<file path="src/rtl/if_pipe_skid_reg.sv">
// IF/ID pipeline register with ready/valid handshake on both sides and a 2-entry skid buffer.
// Flush discards both entries and adds them to a saturating kill counter.
module if_pipe_skid_reg #(
  parameter int unsigned         PC_W      = 32,
  parameter int unsigned         INSTR_W   = 32,
  parameter logic [INSTR_W-1:0]  NOP_INSTR = '0,
  parameter int unsigned         CNT_W     = 16
) (
  input  logic               clk,
  input  logic               rst,
  input  logic               in_valid,
  output logic               in_ready,
  input  logic [PC_W-1:0]    in_pc,
  input  logic [INSTR_W-1:0] in_instr,
  input  logic               freeze,
  input  logic               flush,
  output logic               out_valid,
  input  logic               out_ready,
  output logic [PC_W-1:0]    out_pc,
  output logic [INSTR_W-1:0] out_instr,
  output logic [1:0]         occupancy,
  output logic [CNT_W-1:0]   flush_kill_count
);

  logic               r_main_valid;
  logic [PC_W-1:0]    r_main_pc;
  logic [INSTR_W-1:0] r_main_instr;
  logic               r_skid_valid;
  logic [PC_W-1:0]    r_skid_pc;
  logic [INSTR_W-1:0] r_skid_instr;
  logic [CNT_W-1:0]   r_kill_cnt;

  logic               w_acc;
  logic               w_drn;
  logic [CNT_W:0]     w_cnt_sum;

  // in_ready is a pure function of state, so the IF side never sees a combinational path.
  assign in_ready  = ~r_skid_valid;
  assign w_acc     = in_valid & in_ready & ~flush;
  assign w_drn     = r_main_valid & out_ready & ~freeze;
  assign occupancy = {1'b0, r_main_valid} + {1'b0, r_skid_valid};
  assign w_cnt_sum = {1'b0, r_kill_cnt} + (CNT_W+1)'(occupancy);

  assign out_valid        = r_main_valid;
  assign out_pc           = r_main_valid ? r_main_pc : '0;
  assign out_instr        = r_main_valid ? r_main_instr : NOP_INSTR;
  assign flush_kill_count = r_kill_cnt;

  always_ff @(posedge clk or negedge rst) begin
    if (!rst) begin
      r_main_valid <= 1'b0;
      r_main_pc    <= '0;
      r_main_instr <= NOP_INSTR;
      r_skid_valid <= 1'b0;
      r_skid_pc    <= '0;
      r_skid_instr <= NOP_INSTR;
      r_kill_cnt   <= '0;
    end else if (flush) begin
      r_main_valid <= 1'b0;
      r_main_pc    <= '0;
      r_main_instr <= NOP_INSTR;
      r_skid_valid <= 1'b0;
      r_skid_pc    <= '0;
      r_skid_instr <= NOP_INSTR;
      r_kill_cnt   <= w_cnt_sum[CNT_W] ? {CNT_W{1'b1}} : w_cnt_sum[CNT_W-1:0];
    end else if (!r_main_valid) begin
      if (w_acc) begin
        r_main_valid <= 1'b1;
        r_main_pc    <= in_pc;
        r_main_instr <= in_instr;
      end
    end else if (!r_skid_valid) begin
      if (w_drn) begin
        r_main_valid <= w_acc;
        r_main_pc    <= w_acc ? in_pc : '0;
        r_main_instr <= w_acc ? in_instr : NOP_INSTR;
      end else if (w_acc) begin
        r_skid_valid <= 1'b1;
        r_skid_pc    <= in_pc;
        r_skid_instr <= in_instr;
      end
    end else if (w_drn) begin
      // Skid is older than any new input, so it moves up before anything else is taken.
      r_main_pc    <= r_skid_pc;
      r_main_instr <= r_skid_instr;
      r_skid_valid <= 1'b0;
      r_skid_pc    <= '0;
      r_skid_instr <= NOP_INSTR;
    end
  end

endmodule
</file>
<file path="config.mk">
export PLATFORM = sky130hd
export DESIGN_NAME = if_pipe_skid_reg
export DESIGN_NICKNAME = d
export VERILOG_FILES = /design/src/rtl/if_pipe_skid_reg.sv
export SDC_FILE = /design/constraint.sdc
export NUM_CORES = 1
export LEC_CHECK = 0
export BUFFER_PORTS_ARGS = -buffer_cell sky130_fd_sc_hd__buf_2
export CAP_MARGIN = 20
export CORE_MARGIN = 5
export CORE_UTILIZATION = 55
export DETAILED_ROUTE_END_ITERATION = 6
export PLACE_DENSITY = 0.79
export SLEW_MARGIN = 10
export SYNTH_ARGS = -nofsm -noshare
export SYNTH_HDL_FRONTEND = slang
export SYNTH_SLANG_ARGS = --single-unit
</file>
<file path="constraint.sdc">
create_clock -name clk -period 2.8 [get_ports clk]
set_input_delay 0.14 -clock clk [delete_from_list [all_inputs] [get_ports clk]]
set_output_delay 0.14 -clock clk [all_outputs]
set_load 0.01 [all_outputs]
</file>
# [After elaboration in Yosys (flattened, before gate mapping)]
# Cells that the tools add are included.
[word_totals] register_bits=146 in_bits=70 out_inout_bits=84 wordCells=60
[op_classes] add_sub_neg=2 eq_ne=3 mux=36 bitwise_logic=7 n_reduce_logical=5
[ops] cell="$mux 32" n=25
[ops] cell="$add 16x2->17" n=1
[ops] cell="$mux 16" n=1
[ops] cell="$mux 1" n=10
[ops] cell="$ne 3x2->1 const B" n=2
[ops] cell="$reduce_bool 3->1" n=2
[ops] cell="$and 1x1->1" n=4
[ops] cell="$reduce_and 4->1" n=1
[ops] cell="$ne 3x3->1 const B" n=1
[ops] cell="$not 1->1" n=3
[ops] cell="$add 1x1->2" n=1
[ops] cell="$reduce_and 2->1" n=1
[ops] cell="$reduce_bool 2->1" n=1

# [Depth between registers and ports, before layout]
[depth] word_depth=8 depth_mapped=9 ltp_nobuf=8

# [Worst setup path after synthesis]
# No wires, ideal clock.
[synth_path] path_kind="register to register" from="register r_skid_valid" to="register r_kill_cnt[13] (netlist: flush_kill_count[13])" setup_ns=0.079 arrival_time_ns=2.544 path_slack_ns=0.176 stages_incl_launch_ff=10 n_path_buf=1 synth_period_minus_slack_ns=2.624 path_cell_list="dfrtp_1 ha_1 ha_1 inv_1 fa_1 nand4b_1 or4_4 buf_6 and4_1 mux2i_1"
[synth_via] elab_chain_cells=3
[synth_rtl] item="start: declaration" line_no="28" rtl="logic r_skid_valid;"
[synth_rtl] item="start signal: assignment" line_no="54" rtl="r_skid_valid <= 1'b0;"
[synth_rtl] item="start signal: assignment" line_no="62" rtl="r_skid_valid <= 1'b0;"
[synth_rtl] item="start signal: assignment" line_no="78" rtl="r_skid_valid <= 1'b1;"
[synth_rtl] item="$add 1x1->2" line_no="41" rtl="assign occupancy = {1'b0, r_main_valid} + {1'b0, r_skid_valid};"
[synth_rtl] item="net occupancy[0]" line_no="21" rtl="output logic [1:0] occupancy,"
[synth_rtl] item="$add 16x2->17" line_no="42" rtl="assign w_cnt_sum = {1'b0, r_kill_cnt} + (CNT_W+1)'(occupancy);"
[synth_rtl] item="$mux 16" line_no="65" rtl="r_kill_cnt <= w_cnt_sum[CNT_W] ? {CNT_W{1'b1}} : w_cnt_sum[CNT_W-1:0];"
[synth_rtl] item="end signal: assignment" line_no="65"
[synth_rtl] item="end: declaration" line_no="31" rtl="logic [CNT_W-1:0] r_kill_cnt;"
# The timed path passes the listed nets, and every way through them passes these cells.
# A chain may end at the register's enable or synchronous reset.

# [Final worst setup path]
[layout_path] from="register r_main_valid (netlist: out_valid)" to="register r_kill_cnt[13] (netlist: flush_kill_count[13])"
[layout_via] elab_chain_cells=3
[layout_rtl] item="start: declaration" line_no="25" rtl="logic r_main_valid;"
[layout_rtl] item="start signal: assignment" line_no="74" rtl="r_main_valid <= w_acc;"
[layout_rtl] item="$add 1x1->2" line_no="41"
[layout_rtl] item="$add 16x2->17" line_no="42"
[layout_rtl] item="$mux 16" line_no="65"
# Every way passes these cells.

==> results.md <==
- Status: finished clean
- Final period util: 94.60%
- Post-synth EDFFs: 0
- Post-synth ARST share: 100.0%
- Core ar.: 12,570 µm²
- Fillers: 864
- RSZ-0062 raised after global routing: no
- Clock Root Buffer: clkbuf_16
- Post-route minimum period: 2.649 ns
- Clock transition at the registers of the reported paths: 0.06 ns
- Initial Util: 55.99%
- Die ar.: 15,160 µm²
- Reg2Reg Setup Slack: 0.15 ns
- Synth area leaders: dfrtp_1 52%, mux2i_1 9.4%, nand2_1 7.5%, a22oi_1 6.8%, and2_1 5.9%
- Post-synthesis adder-cell area fraction: 0.8179%
- WHS: 0.01163 ns
- Post-Synth XOR/XNOR Area: 0.7468%
- Finished Cell Area: 9244 µm²
- H-tree depth: 4
- Crit path from: out_valid
- DP Area: 7969 µm²
- TNS Setup: 0 ns
- Simple-gate portion of the synthesized area: 16.59%
- Register area share after synthesis: 51.92%
- Synth unique cells: 42
- Worst VDD drop: 416.5 µV
- WL per Instance: 16.57 µm
- Max-cap violations: 0
- Max Clock Freq: 0.3775 GHz
- Max Clock Skew: 0.005587 ns
- Worst-path fanout max: 5
- Area occupied by multi-input gates: 2929 µm²
- Worst path required time: 3.14 ns
- Compound-Gate Fraction of Synth Area: 12.86%
- Critical R2R Launch: out_valid
- Critical Setup Path Class: reg2reg
- Vias in the first global route: 6,238
- Post-detailed-route count of antenna-violating nets: 0
- Mapped Area: 7037 µm²
- DRC Markers: 0
- Worst setup EP type: register
- PD cells: 626.1 nW/µm²
- Synthesized Nets: 807
- Cell taking the most area after synthesis: dfrtp_1
- Number of buffers created by CTS: 17
- CTS tree: built
- 1st-iter DRT viols: 522
- Hold crit path type: in2reg
- Mux cell area share after synthesis: 10.19%
- Layout cells sized above 1: 22.94%
- Filler-free cell count of the finished design: 1,119
- P&R area growth vs syn: 31.37%
- CP arrival: 2.99 ns
- Cells after synthesis: 733
- Reg area: 3655 µm²
- Startpoint Class: register
- Width of the die: 123.1 µm
- Slew Viols, Final: 0
- Initial antenna violation count: 1
- Worst min-delay path startpoint: in_pc[22]
- Static leakage power: 0.004718 µW
- Hold endpoint: r_skid_pc[22]
- Top-area cell type share of the netlist area: 51.92%
- Path depth of the worst reg2reg path: 8
- WL final: 18.54 mm
- Largest net degree at the start of global routing: 75
- Average via count per standard cell: 5.468
- Row count: 41
- Rel. slew slack: 51.22%
- First-pass GRT wire length: 30.45 mm
- Drt pass-1 iters: 5
- GRT Overall Usage: 25.68%
- DIE HEIGHT: 123.1 µm
- Hold depth: 3
- Average size of a mapped cell: 9.600 µm²
- Final Setup Violations: 0
- #FFs+latches synth: 146
- Worst slew pin tran: 0.7317 ns
- Final Hold Fails: 0
- PortBufs: 153
- Clk buf depth: 2
- Clock sink count: 146
- Post-DP HPWL: 11.71 mm
- Aggregate global routing overflow: 0
- Worst-Skew Late Latency: 0.42 ns
- Nets: 1,007
- Warning count from the yosys run: 0
- I/O pin count: 154
- Placed cells: 1,020
- Placer's final routability congestion estimate: 0.7947
- Synth Flop Type: dfrtp_1
- Reg-to-reg endpoint: flush_kill_count[13]
- Largest family of logic cells by synthesized area: simple AND/OR/NAND/NOR gates
- DR vias: 6,119
==> routing by layer <==
layer  part of all wire (%)  routed length [µm]  global-route usage [%]  up-vias
met5                  0.070                  13                       0        -
met4                    2.9                 546                   12.32        2
met3                    6.1                1137                   4.392       46
met2                     50                9269                   42.71      239
met1                     41                7576                   32.80     2995
li1                       -                   -                       -     2837
==> worst max-delay path: stages, from the launching register on <==
cell and delay, ns:
dfrtp_2 0.40, ha_1 0.30, ha_1 0.17, inv_1 0.06
fa_1 0.42, nand4b_1 0.26, or4_4 0.59, and4_1 0.23
mux2i_1 0.12
==> synthesized netlist by cell type (3+ instances only) <==
cell type	n
a21oi_1	4
a22oi_1	64
and2_1	66
buf_2	12
clkbuf_1	40
dfrtp_1	146
ha_1	3
inv_1	70
mux2_2	5
mux2i_1	66
nand2_1	141
nand3_1	4
nand4_1	5
nor2_1	7
o21ai_0	58
o21ai_1	5
o31ai_1	3
xnor2_1	4
==> final cells by class <==
class / instances / area share, %
Clock inverter: 10 / 1.408
Antenna cell: 1 / 0.02707
Inverter: 70 / 2.842
Tap cell: 172 / 2.328
Clock buffer: 22 / 5.238
Multi-Input combinational cell: 464 / 31.69
Sequential cell: 146 / 39.54
Timing Repair Buffer: 234 / 16.93
==> report_power, final <==
part / switching [µW] / internal, µW
clock network: 841 / 1490
logic: 535 / 408
registers: 174 / 2340
==> timing repair <==
item                                    4_1_cts  5_1_grt
endpoints found under the hold margin       129        1
endpoints found under the setup margin        0       29
setup buffers                                 0        2
hold buffers                                 63        1
gates resized for setup                       0        1
==> how the worst max path moves through the flow <==
stage,slack [ns],cells past startpoint,to
after global routing,0.009,8,flush_kill_count[13]
after CTS,0.12,8,flush_kill_count[13]
after floorplan,0.18,9,flush_kill_count[13]
final,0.15,8,flush_kill_count[13]
after global placement,0.27,8,flush_kill_count[13]
after detailed placement,0.18,5,r_main_instr[23]
==> cell usage in the layout (no fill, tap or decap), types with 2 or more instances in the layout <==
cell,count
a21oi_1,3
a22oi_1,64
a31oi_1,2
and2_1,65
buf_12,2
buf_2,152
buf_4,15
bufinv_16,3
clkbuf_16,17
clkbuf_8,4
clkinv_2,5
clkinvlp_4,2
dfrtp_1,145
dlygate4sd3_1,64
ha_1,3
inv_1,70
mux2_2,5
mux2i_1,66
nand2_1,141
nand2b_1,2
nand3_1,4
nand4_1,5
nand4_2,2
nor2_1,6
nor3_1,2
nor3b_1,2
o21ai_0,58
o21ai_1,5
o31ai_1,3
xnor2_1,4
xor2_1,2
==> through the flow <==
| stage | utilization (%) | power, µW | setup slack [ns] |
|---|---|---|---|
| 2_1_floorplan | - | 3035 | 0.1763 |
| 3_3_place_gp | 63.40 | 3344 | 0.2743 |
| 3_5_place_dp | 63.40 | 3404 | 0.1803 |
| 4_1_cts | 73.31 | 5802 | 0.1194 |
| 5_1_grt | 73.53 | 6063 | 0.009315 |
| 6_report | 73.55 | 5787 | 0.1511 |
==> flip-flops by register name, summed over array words and instances, names as in the netlist <==
name / flops
r_skid_pc: 32
flush_kill_count: 16
r_main_pc: 32
r_skid_instr: 32
r_skid_valid: 1
r_main_instr: 32
out_valid: 1
==> kinds of logic (layout without fill, tap and decap cells) <==
logic type / count (synthesis) / count (layout)
AND/OR/NAND/NOR: 241 / 241
flip-flops: 146 / 146
AO/OA/AOI/OAI: 142 / 142
buffers and inverters: 123 / 336
multiplexers: 71 / 71
XOR/XNOR: 6 / 6
adder cells (fa/ha/maj): 4 / 4
other: 0 / 1
Power figures use the tool's default switching activity.
